==> src/rtl/block_spawner_pkg.sv <==
`default_nettype none
// +-----------------------------------------------------------------------------+
// | Package : game_pkg                                                           |
// | Brief   : Piece types, spawner FSM states and LFSR helpers for block_spawner |
// | Rev     : 1.0  initial release                                               |
// +-----------------------------------------------------------------------------+
package game_pkg;

    typedef enum logic [2:0] {
        PIECE_I = 3'd0,
        PIECE_O = 3'd1,
        PIECE_T = 3'd2,
        PIECE_S = 3'd3,
        PIECE_Z = 3'd4,
        PIECE_J = 3'd5,
        PIECE_L = 3'd6
    } piece_t;

    localparam int          NUM_PIECES = 7;
    localparam logic [15:0] LFSR_TAPS  = 16'hB400;

    typedef enum logic [1:0] {
        ST_FILL  = 2'd0,
        ST_IDLE  = 2'd1,
        ST_OFFER = 2'd2
    } spawner_state_t;

    // Galois form: shift right, fold the ejected bit back through the taps.
    function automatic logic [15:0] lfsr_step(input logic [15:0] s);
        return s[0] ? ((s >> 1) ^ LFSR_TAPS) : (s >> 1);
    endfunction

endpackage
`default_nettype wire

==> src/rtl/block_spawner_if.sv <==
`default_nettype none
// +-----------------------------------------------------------------------------+
// | Interface : block_spawner_if                                                 |
// | Brief     : Request / spawn-offer / HUD preview bundle of block_spawner      |
// | Rev       : 1.0  initial release                                             |
// +-----------------------------------------------------------------------------+
interface block_spawner_if #(
    parameter int QUEUE_DEPTH = 3
) ();
    logic                     new_block;
    logic                     spawn_ready;
    logic                     spawn_valid;
    logic [2:0]               spawn_type;
    logic [7:0]               spawn_id;
    logic [3*QUEUE_DEPTH-1:0] next_types;
    logic [1:0]               pending;
    logic                     overflow;

    modport master (
        input  new_block, spawn_ready,
        output spawn_valid, spawn_type, spawn_id, next_types, pending, overflow
    );

    modport slave (
        output new_block, spawn_ready,
        input  spawn_valid, spawn_type, spawn_id, next_types, pending, overflow
    );
endinterface
`default_nettype wire

==> src/rtl/block_spawner_bag_rng.sv <==
`default_nettype none
// +-----------------------------------------------------------------------------+
// | Module : piece_bag_rng                                                       |
// | Brief  : 16-bit Galois LFSR feeding a 7-bag; type is combinational on state |
// | Rev    : 1.0  initial release                                                |
// +-----------------------------------------------------------------------------+
module piece_bag_rng
    import game_pkg::*;
#(
    parameter logic [15:0] LFSR_SEED = 16'hACE1
) (
    input  wire logic   frame_clk,
    input  wire logic   Reset,
    input  wire logic   draw_i,
    output piece_t      type_o
);
    logic [15:0] lfsr_q;
    logic [6:0]  bag_q;
    logic [6:0]  bag_d;
    logic [2:0]  w_idx;
    logic [2:0]  w_pick;
    logic [2:0]  w_pos;
    logic        w_found;

    assign w_idx = (lfsr_q[2:0] == 3'd7) ? 3'd0 : lfsr_q[2:0];

    // Circular scan from idx; the bag is never empty so a hit always exists.
    always_comb begin
        w_pick  = 3'd0;
        w_found = 1'b0;
        w_pos   = 3'd0;
        for (int k = 0; k < NUM_PIECES; k++) begin
            w_pos = 3'((int'(w_idx) + k) % NUM_PIECES);
            if (!w_found && bag_q[w_pos]) begin
                w_pick  = w_pos;
                w_found = 1'b1;
            end
        end
    end

    always_comb begin
        bag_d = bag_q;
        if (draw_i) begin
            bag_d[w_pick] = 1'b0;
            if (bag_d == 7'h00) begin
                bag_d = 7'h7F;
            end
        end
    end

    assign type_o = piece_t'(w_pick);

    always_ff @(posedge frame_clk) begin
        if (Reset) begin
            lfsr_q <= LFSR_SEED;
            bag_q  <= 7'h7F;
        end else begin
            lfsr_q <= lfsr_step(lfsr_q);
            bag_q  <= bag_d;
        end
    end
endmodule
`default_nettype wire

==> src/rtl/block_spawner.sv <==
`default_nettype none
// +-----------------------------------------------------------------------------+
// | Module : block_spawner                                                       |
// | Brief  : Turns new_block strobes into spawn offers from a 7-bag preview queue|
// | Rev    : 1.0  initial release                                                |
// +-----------------------------------------------------------------------------+
module block_spawner
    import game_pkg::*;
#(
    parameter int          QUEUE_DEPTH = 3,
    parameter logic [15:0] LFSR_SEED   = 16'hACE1,
    parameter int          PEND_MAX    = 3
) (
    input  wire logic          frame_clk,
    input  wire logic          Reset,
    block_spawner_if.master    bus
);
    localparam int         FILL_W   = (QUEUE_DEPTH > 1) ? $clog2(QUEUE_DEPTH) : 1;
    localparam logic [1:0] PEND_SAT = 2'(PEND_MAX);

    spawner_state_t    state_q, state_d;
    logic [FILL_W-1:0] fill_q, fill_d;
    logic [2:0]        queue_q [QUEUE_DEPTH];
    logic [2:0]        queue_d [QUEUE_DEPTH];
    logic [2:0]        type_q, type_d;
    logic [7:0]        id_q, id_d;
    logic [1:0]        pend_q, pend_d;
    logic              ovf_q, ovf_d;
    logic              w_transfer;
    logic              w_draw;
    piece_t            w_new_type;

    piece_bag_rng #(.LFSR_SEED(LFSR_SEED)) u_bag (
        .frame_clk (frame_clk),
        .Reset     (Reset),
        .draw_i    (w_draw),
        .type_o    (w_new_type)
    );

    assign w_transfer = (state_q == ST_OFFER) && bus.spawn_ready;
    assign w_draw     = (state_q == ST_FILL) || w_transfer;

    always_comb begin
        state_d = state_q;
        fill_d  = fill_q;
        type_d  = type_q;
        id_d    = id_q;
        case (state_q)
            ST_FILL: begin
                fill_d = fill_q + 1'b1;
                if (fill_q == FILL_W'(QUEUE_DEPTH - 1)) begin
                    state_d = ST_IDLE;
                    fill_d  = '0;
                end
            end
            ST_IDLE: begin
                if (pend_q != 2'd0) begin
                    state_d = ST_OFFER;
                    type_d  = queue_q[0];
                end
            end
            ST_OFFER: begin
                if (w_transfer) begin
                    state_d = ST_IDLE;
                    id_d    = id_q + 8'd1;
                end
            end
            default: state_d = ST_FILL;
        endcase
    end

    // Every draw shifts toward the head and lands the new type at the tail.
    always_comb begin
        queue_d = queue_q;
        if (w_draw) begin
            for (int i = 0; i < QUEUE_DEPTH - 1; i++) begin
                queue_d[i] = queue_q[i + 1];
            end
            queue_d[QUEUE_DEPTH - 1] = w_new_type;
        end
    end

    // A strobe coinciding with a transfer cancels out and cannot overflow.
    always_comb begin
        pend_d = pend_q;
        ovf_d  = 1'b0;
        if (bus.new_block && !w_transfer) begin
            if (pend_q == PEND_SAT) begin
                ovf_d = 1'b1;
            end else begin
                pend_d = pend_q + 2'd1;
            end
        end else if (!bus.new_block && w_transfer) begin
            pend_d = pend_q - 2'd1;
        end
    end

    always_ff @(posedge frame_clk) begin
        if (Reset) begin
            state_q <= ST_FILL;
            fill_q  <= '0;
            type_q  <= 3'd0;
            id_q    <= 8'd0;
            pend_q  <= 2'd0;
            ovf_q   <= 1'b0;
            for (int i = 0; i < QUEUE_DEPTH; i++) begin
                queue_q[i] <= 3'd0;
            end
        end else begin
            state_q <= state_d;
            fill_q  <= fill_d;
            type_q  <= type_d;
            id_q    <= id_d;
            pend_q  <= pend_d;
            ovf_q   <= ovf_d;
            queue_q <= queue_d;
        end
    end

    generate
        for (genvar g = 0; g < QUEUE_DEPTH; g++) begin : g_preview
            assign bus.next_types[3*g +: 3] = queue_q[g];
        end
    endgenerate

    assign bus.spawn_valid = (state_q == ST_OFFER);
    assign bus.spawn_type  = type_q;
    assign bus.spawn_id    = id_q;
    assign bus.pending     = pend_q;
    assign bus.overflow    = ovf_q;
endmodule
`default_nettype wire
==> src/flat_wrapper.sv <==
// flat-port wrapper written by rule: the top's interface ports become plain ports
module block_spawner_flat import game_pkg::*;
#(
    parameter int          QUEUE_DEPTH = 3,
    parameter logic [15:0] LFSR_SEED   = 16'hACE1,
    parameter int          PEND_MAX    = 3
)
  (frame_clk, Reset, bus_new_block, bus_spawn_ready, bus_spawn_valid, bus_spawn_type, bus_spawn_id, bus_next_types, bus_pending, bus_overflow);
  block_spawner_if #(.QUEUE_DEPTH(QUEUE_DEPTH)) bus_i ();
  input  wire logic frame_clk;
  input  wire logic Reset;
  input wire logic [$bits(bus_i.new_block)-1:0] bus_new_block;
  input wire logic [$bits(bus_i.spawn_ready)-1:0] bus_spawn_ready;
  output wire logic [$bits(bus_i.spawn_valid)-1:0] bus_spawn_valid;
  output wire logic [$bits(bus_i.spawn_type)-1:0] bus_spawn_type;
  output wire logic [$bits(bus_i.spawn_id)-1:0] bus_spawn_id;
  output wire logic [$bits(bus_i.next_types)-1:0] bus_next_types;
  output wire logic [$bits(bus_i.pending)-1:0] bus_pending;
  output wire logic [$bits(bus_i.overflow)-1:0] bus_overflow;
  assign bus_i.new_block = bus_new_block;
  assign bus_i.spawn_ready = bus_spawn_ready;
  assign bus_spawn_valid = bus_i.spawn_valid;
  assign bus_spawn_type = bus_i.spawn_type;
  assign bus_spawn_id = bus_i.spawn_id;
  assign bus_next_types = bus_i.next_types;
  assign bus_pending = bus_i.pending;
  assign bus_overflow = bus_i.overflow;
  block_spawner #(.QUEUE_DEPTH(QUEUE_DEPTH), .LFSR_SEED(LFSR_SEED), .PEND_MAX(PEND_MAX)) u_core (.frame_clk(frame_clk), .Reset(Reset), .bus(bus_i));
endmodule
==> config.mk <==
export PLATFORM = sky130hd
export DESIGN_NAME = block_spawner_flat
export DESIGN_NICKNAME = d
export VERILOG_FILES = /design/src/rtl/block_spawner_pkg.sv /design/src/rtl/block_spawner_if.sv /design/src/rtl/block_spawner_bag_rng.sv /design/src/rtl/block_spawner.sv /design/src/flat_wrapper.sv
export SDC_FILE = /design/constraint.sdc
export NUM_CORES = 1
export LEC_CHECK = 0
export ABC_CLOCK_PERIOD_IN_PS = 14520
export BUFFER_PORTS_ARGS = -buffer_cell sky130_fd_sc_hd__buf_4
export CAP_MARGIN = 10
export CORE_MARGIN = 4
export CORE_UTILIZATION = 50
export DETAILED_ROUTE_END_ITERATION = 10
export GPL_ROUTABILITY_DRIVEN = 0
export PLACE_DENSITY = 0.68
export SLEW_MARGIN = 25
export SYNTH_ARGS = -nofsm -noshare
export SYNTH_HDL_FRONTEND = slang
export SYNTH_SLANG_ARGS = --single-unit
==> constraint.sdc <==
create_clock -name frame_clk -period 14.52 [get_ports frame_clk]
set_clock_uncertainty 0.2 [all_clocks]
set_input_delay 0.726 -clock frame_clk [delete_from_list [all_inputs] [get_ports frame_clk]]
set_output_delay 0.726 -clock frame_clk [all_outputs]
set_load 0.005 [all_outputs]
Yosys cells after proc, flatten, opt, wreduce, memory -nomap -nowiden
Cells that the tools add are included.

cells by class
  $add $sub $neg = 10
  div/mod/pow operators = 7
  magnitude comparators = 9
  eq/ne operators = 9
  mux-type cells = 41
  bitwise gates (word level) = 4
  reduce and logical (&&, ||, !) cells = 28

operators with widths
  operator               number
  $mod 32x4->32 const B  6
  $lt 3x4->1 const B     8
  $mod 4x4->32 const B   1
  $mux 3                 8
  $bmux 1 s3             7
  $mux 16                1
  $mux 1                 15
  $mux 2                 7
  $add 3x3->4 const B    3
  $logic_and 1x1->1      10
  $add 3x2->4 const B    2
  $add 8x1->8 const B    1
  $logic_not 1->1        8
  $and 7x7->7            1
  $logic_not 7->1        1
  $mux 7                 1
  $not 7->7              1
  $eq 2x2->1 const B     3
  $pmux 2 s3             1
  $reduce_and 2->1       3
  $add 2x1->2 const B    2
  $add 3x1->4 const B    1
  $ne 2x1->1 const B     2
  $ne 2x2->1 const B     2
  12 further kinds       13

storage, ports and cells
  register bits = 50
  logic and storage cells = 119

Longest topological paths before layout
  depth after elaboration = 32
  depth in mapped cells = 27

Modules after synthesis
Synthesis repeated with hierarchy kept, for this count alone.

unflattened totals
  cell total of the unflattened synthesis = 456
  area, all modules = 3,788.6 um2

modules (own cells, without submodules)
  module         times used  cells an instance  area each (um2)  seq. area each (um2)
  piece_bag_rng  1           340                2,673.8          460.4
  block_spawner  1           116                1,114.8          540.5

Least setup slack after synthesis
OpenSTA, ideal clock, no wires.

  path kind = register to register
  from = register u_core.u_bag.lfsr_q[0]
  to = register u_core.u_bag.bag_q[5]
  data arrival time = 5,096 ps
  data required time = 14,177 ps
  path slack = 9,081 ps
  stages on the path, launching flop included = 28
  buffers on the path = 4
  period minus slack after synthesis = 5,439 ps
  cells stage by stage = dfxtp_1 -> ha_1 -> buf_4 -> nand2_4 -> nand2_4 -> inv_2 -> buf_6 -> buf_4 -> ha_1 -> inv_1 -> ha_1 -> inv_1 -> ha_1 -> ha_1 -> nor4b_1 -> and3_1 -> nor3_1 -> mux2_2 -> a2111oi_2 -> a21boi_1 -> nand2b_1 -> a221oi_1 -> nor3_1 -> buf_2 -> nand4_1 -> o211ai_2 -> o211ai_4 -> o211ai_2

on the way
  longest elaborated chain between the ends = 32
  elaborated cells on any way between the ends = 63

ends and longest elaborated chain
  item                                                                    line                         text
  from (decl)                                                             block_spawner_bag_rng.sv:17  logic [15:0] lfsr_q;
  from (signal assigned)                                                  block_spawner_bag_rng.sv:58  lfsr_q <= lfsr_step(lfsr_q);
  $eq 3x3->1                                                              block_spawner_bag_rng.sv:25  assign w_idx = (lfsr_q[2:0] == 3'd7) ? 3'd0 : lfsr_q[2:0];
  $mux 3 *                                                                block_spawner_bag_rng.sv:25
  parallel branches: the longest is 21 deep, another holds $mod 32x4->32  -
  $mux 3 *                                                                block_spawner_bag_rng.sv:34  if (!w_found && bag_q[w_pos]) begin
  $lt 3x4->1 (not written as such) or $ge 3x1->1 (tied branches)          block_spawner_bag_rng.sv:44  bag_d[w_pick] = 1'b0;
  $logic_and 1x1->1 (not written as such)                                 block_spawner_bag_rng.sv:44
  $mux 1 (not written as such)                                            block_spawner_bag_rng.sv:44
  $demux 1 s3 *                                                           block_spawner_bag_rng.sv:44
  $not 7->7 (no source line) *                                            -
  $and 7x7->7 (no source line) *                                          -
  $logic_not 7->1                                                         block_spawner_bag_rng.sv:45  if (bag_d == 7'h00) begin
  $mux 7 *                                                                block_spawner_bag_rng.sv:45
  to (signal assigned)                                                    block_spawner_bag_rng.sv:59  bag_q <= bag_d;
  to (decl)                                                               block_spawner_bag_rng.sv:18  logic [6:0] bag_q;

Every way passes the cells marked *. The select of a mux whose other input is x is not followed.
A chain may end at the register's enable or synchronous reset.

Worst setup path after layout
Ends and elaborated chain as after synthesis.

==> out/qor.yml <==
status: "complete, no violations"
holdBufCountCts: 0
antenna_cells: 0
synth_adder_area_share: 0.0628
drt-total-wl_microns: 9950
layout_common_cells: "dfxtp_1 (50), nand2_1 (42), nor2_1 (41)"
wire_per_inst_microns: 16.6
synth-compound-area-share: 0.265
tns_ns: 0
antenna_found_initial: 0
cts.htree.levels: 2
ctsLongestPathBuffers: 2
initial_core_util: 0.516
grt_start_max_net_pins: 39
yosysWarnings: 0
post-route-min-period_ns: 6.74
grt_pass1_wl_microns: 16600
cts_tree: "done"
grt_pass1_vias: 3490
dr_total_vias: 3699
clock_latency_ns: 0.30
avgViaCountPerCell: 6.17
worst_setup_path_end_kind: "flop"
synth_top_area_frac: 0.251
die_x_microns: 97.3
clock-sinks: 50
ios: 28
synth_cell_types: 88
cp_slowest_cell: "dfxtp_1"
synth.avg_cell_area_sq_um: 8.08
die_h_microns: 97.3
finalSetupViolCount: 0
async_flop_share: 0
r2r_cells: 22
hold_path_class: "flop to flop"
yosys.area_share.simple: 0.251
synth_top_family_by_area: "compound AO/OA/AOI/OAI gates"
crit_type: "flop to flop"
maxCapViolations: 0
synth_cells: 493
cp_cell_sequence: "ha_1, a21bo_1, inv_2, ha_1, inv_1, ha_1, inv_1, ha_1, ha_1, nor4b_1, nand3_1, a32o_1, mux2i_1, a31oi_1, a21boi_1, nand2b_1, a221oi_1, nor3_2, nand2b_1, o311ai_1, o211ai_4, o211ai_2"
cp.arrival_ns: 6.77
cp_max_fo: 23
clk_pin_slew_ns: 0.09
grt_use_total: 0.206
num_rows: 32
drtPass1Iterations: 6
cp_common_cell: "ha_1"
ys_ff_latch: 50
fin_crit_sh: 0.464
nNetsFinal: 521
grt_setup_unrepaired: "no"
postCtsResizedCells: 0
required_ns: 14.55
dieArea_sq_mm: 0.00946
worstSetupStartpointType: "flop"
vdd_drop_max_mv: 0.0601
finish.utilization: 0.555
drt-initial-drc-count: 298
whs_path_depth: 1
ys.flop_type: "dfxtp_1"
cts_buffers: 5
numPortBuffers: 27
area_delta_synth_final_pct: 7.60
drive_above_1_share: 0.171
ant_nets: 0
p_per_area_mw_per_mm2: 95.0
postSynthNetCount: 517
synth_top_area_cell: "dfxtp_1"
core_area_sq_mm: 0.00773
p_leak_uw: 0.00173
syn_area_sq_mm: 0.00399
hpwl_microns: 7210
synth_edf_count: 0
synthMuxAreaShare: 0.0747
drc: 0
yosys-top-cells-area: "dfxtp_1 (25%), ha_1 (6.3%), a21oi_1 (4.5%)"
layout_commonest_cell: "dfxtp_1"
report.final.slew_viol_count: 0
cts_root_buf: "clkbuf_8"
fmax_mhz: 148
worstMarginPinSlew_ns: 0.800
synth_xor_area_frac: 0.0370
slew_headroom: 0.466
cts_setup_buffers: 0
crit_path_max_incr_delay_ns: 0.85
ys_seq_area_frac: 0.251
hold_violations: 0
gr-total-overflow: 0
-- flip-flops by register name, indices dropped and copies added, names as in the netlist, 2 cells and up --
register               cells
u_core.bus.next_types      9
u_core.bus.pending         2
u_core.bus.spawn_id        8
u_core.bus.spawn_type      3
u_core.fill_q              2
u_core.state_q             2
u_core.u_bag.bag_q         7
u_core.u_bag.lfsr_q       16
-- worst max-delay path, delay by kind of cell, from the launching register on --
kind | cells | cell delay [ns]
AOI/OAI and AO/OA | 8 | 2.33
adders and majority gates | 5 | 1.49
buffers and inverters | 3 | 0.30
DFF | 1 | 0.85
muxes | 1 | 0.13
and+or+nand+nor | 5 | 1.38
-- cells in the mapped netlist (11+ instances only) --
cell type  instances
dfxtp_1           50
nand2_1           42
inv_1             17
a21oi_1           36
nor3_1            13
nor2b_1           13
o21ai_0           19
nand3_1           11
clkbuf_1          19
ha_1              20
mux2i_1           18
nor2_1            41
-- per-layer routing --
| metal | GRT usage | vias to the layer above | wire length [microns] |
|---|---|---|---|
| met2 | 0.324 | 148 | 4510 |
| met3 | 0.0251 | 22 | 593 |
| li1 | - | 1801 | - |
| met1 | 0.284 | 1728 | 4590 |
| met4 | 0.0916 | 0 | 254 |
| met5 | 0 | - | 0 |
-- power breakdown --
part	internal (uW)	switching [uW]	leakage, uW
clock network	50.7	43.7	0.0000579
registers	149	22.1	0.000410
logic	60.7	81.1	0.00126
total	261	147	0.00173
-- cell families after synthesis --
group                    count (synthesis)
AND/OR/NAND/NOR                        186
XOR/XNOR                                16
multiplexers                            26
AO/OA/AOI/OAI                          143
adder cells (fa/ha/maj)                 20
buffers and inverters                   52
flip-flops                              50
-- final cells by class --
| type | instances | area [sq um] |
|---|---|---|
| clock inverter | 3 | 40.0 |
| multi-input combinational | 391 | 2760 |
| fill | 716 | 3440 |
| sequential | 50 | 1000 |
| tap | 102 | 128 |
| inverter | 21 | 81.3 |
| clock buffer | 5 | 68.8 |
| timing repair buffer | 28 | 210 |
-- final timing paths --
kind	startpoint	slack, ns	to
setup / recovery	u_core.u_bag.lfsr_q[0]	7.78	u_core.u_bag.bag_q[5]
hold / removal	u_core.u_bag.lfsr_q[7]	0.22	u_core.u_bag.lfsr_q[6]
setup reg to reg	u_core.u_bag.lfsr_q[0]	7.78	u_core.u_bag.bag_q[5]
hold reg to reg	u_core.u_bag.lfsr_q[7]	0.22	u_core.u_bag.lfsr_q[6]
-- metrics by stage --
stage | hold slack, ns | instances | total power, uW | setup slack, ns | cell area [sq um]
2_1_floorplan | 0.189 | 493 | 278 | 9.08 | 3990
3_3_place_gp | 0.191 | 592 | 311 | 7.85 | 4170
3_5_place_dp | 0.192 | 592 | 312 | 7.52 | 4170
4_1_cts | 0.226 | 600 | 409 | 7.49 | 4280
5_1_grt | 0.243 | 600 | 433 | 7.29 | 4290
6_report | 0.221 | 600 | 407 | 7.78 | 4290
No activity file was read; power rests on OpenSTA's default activity.
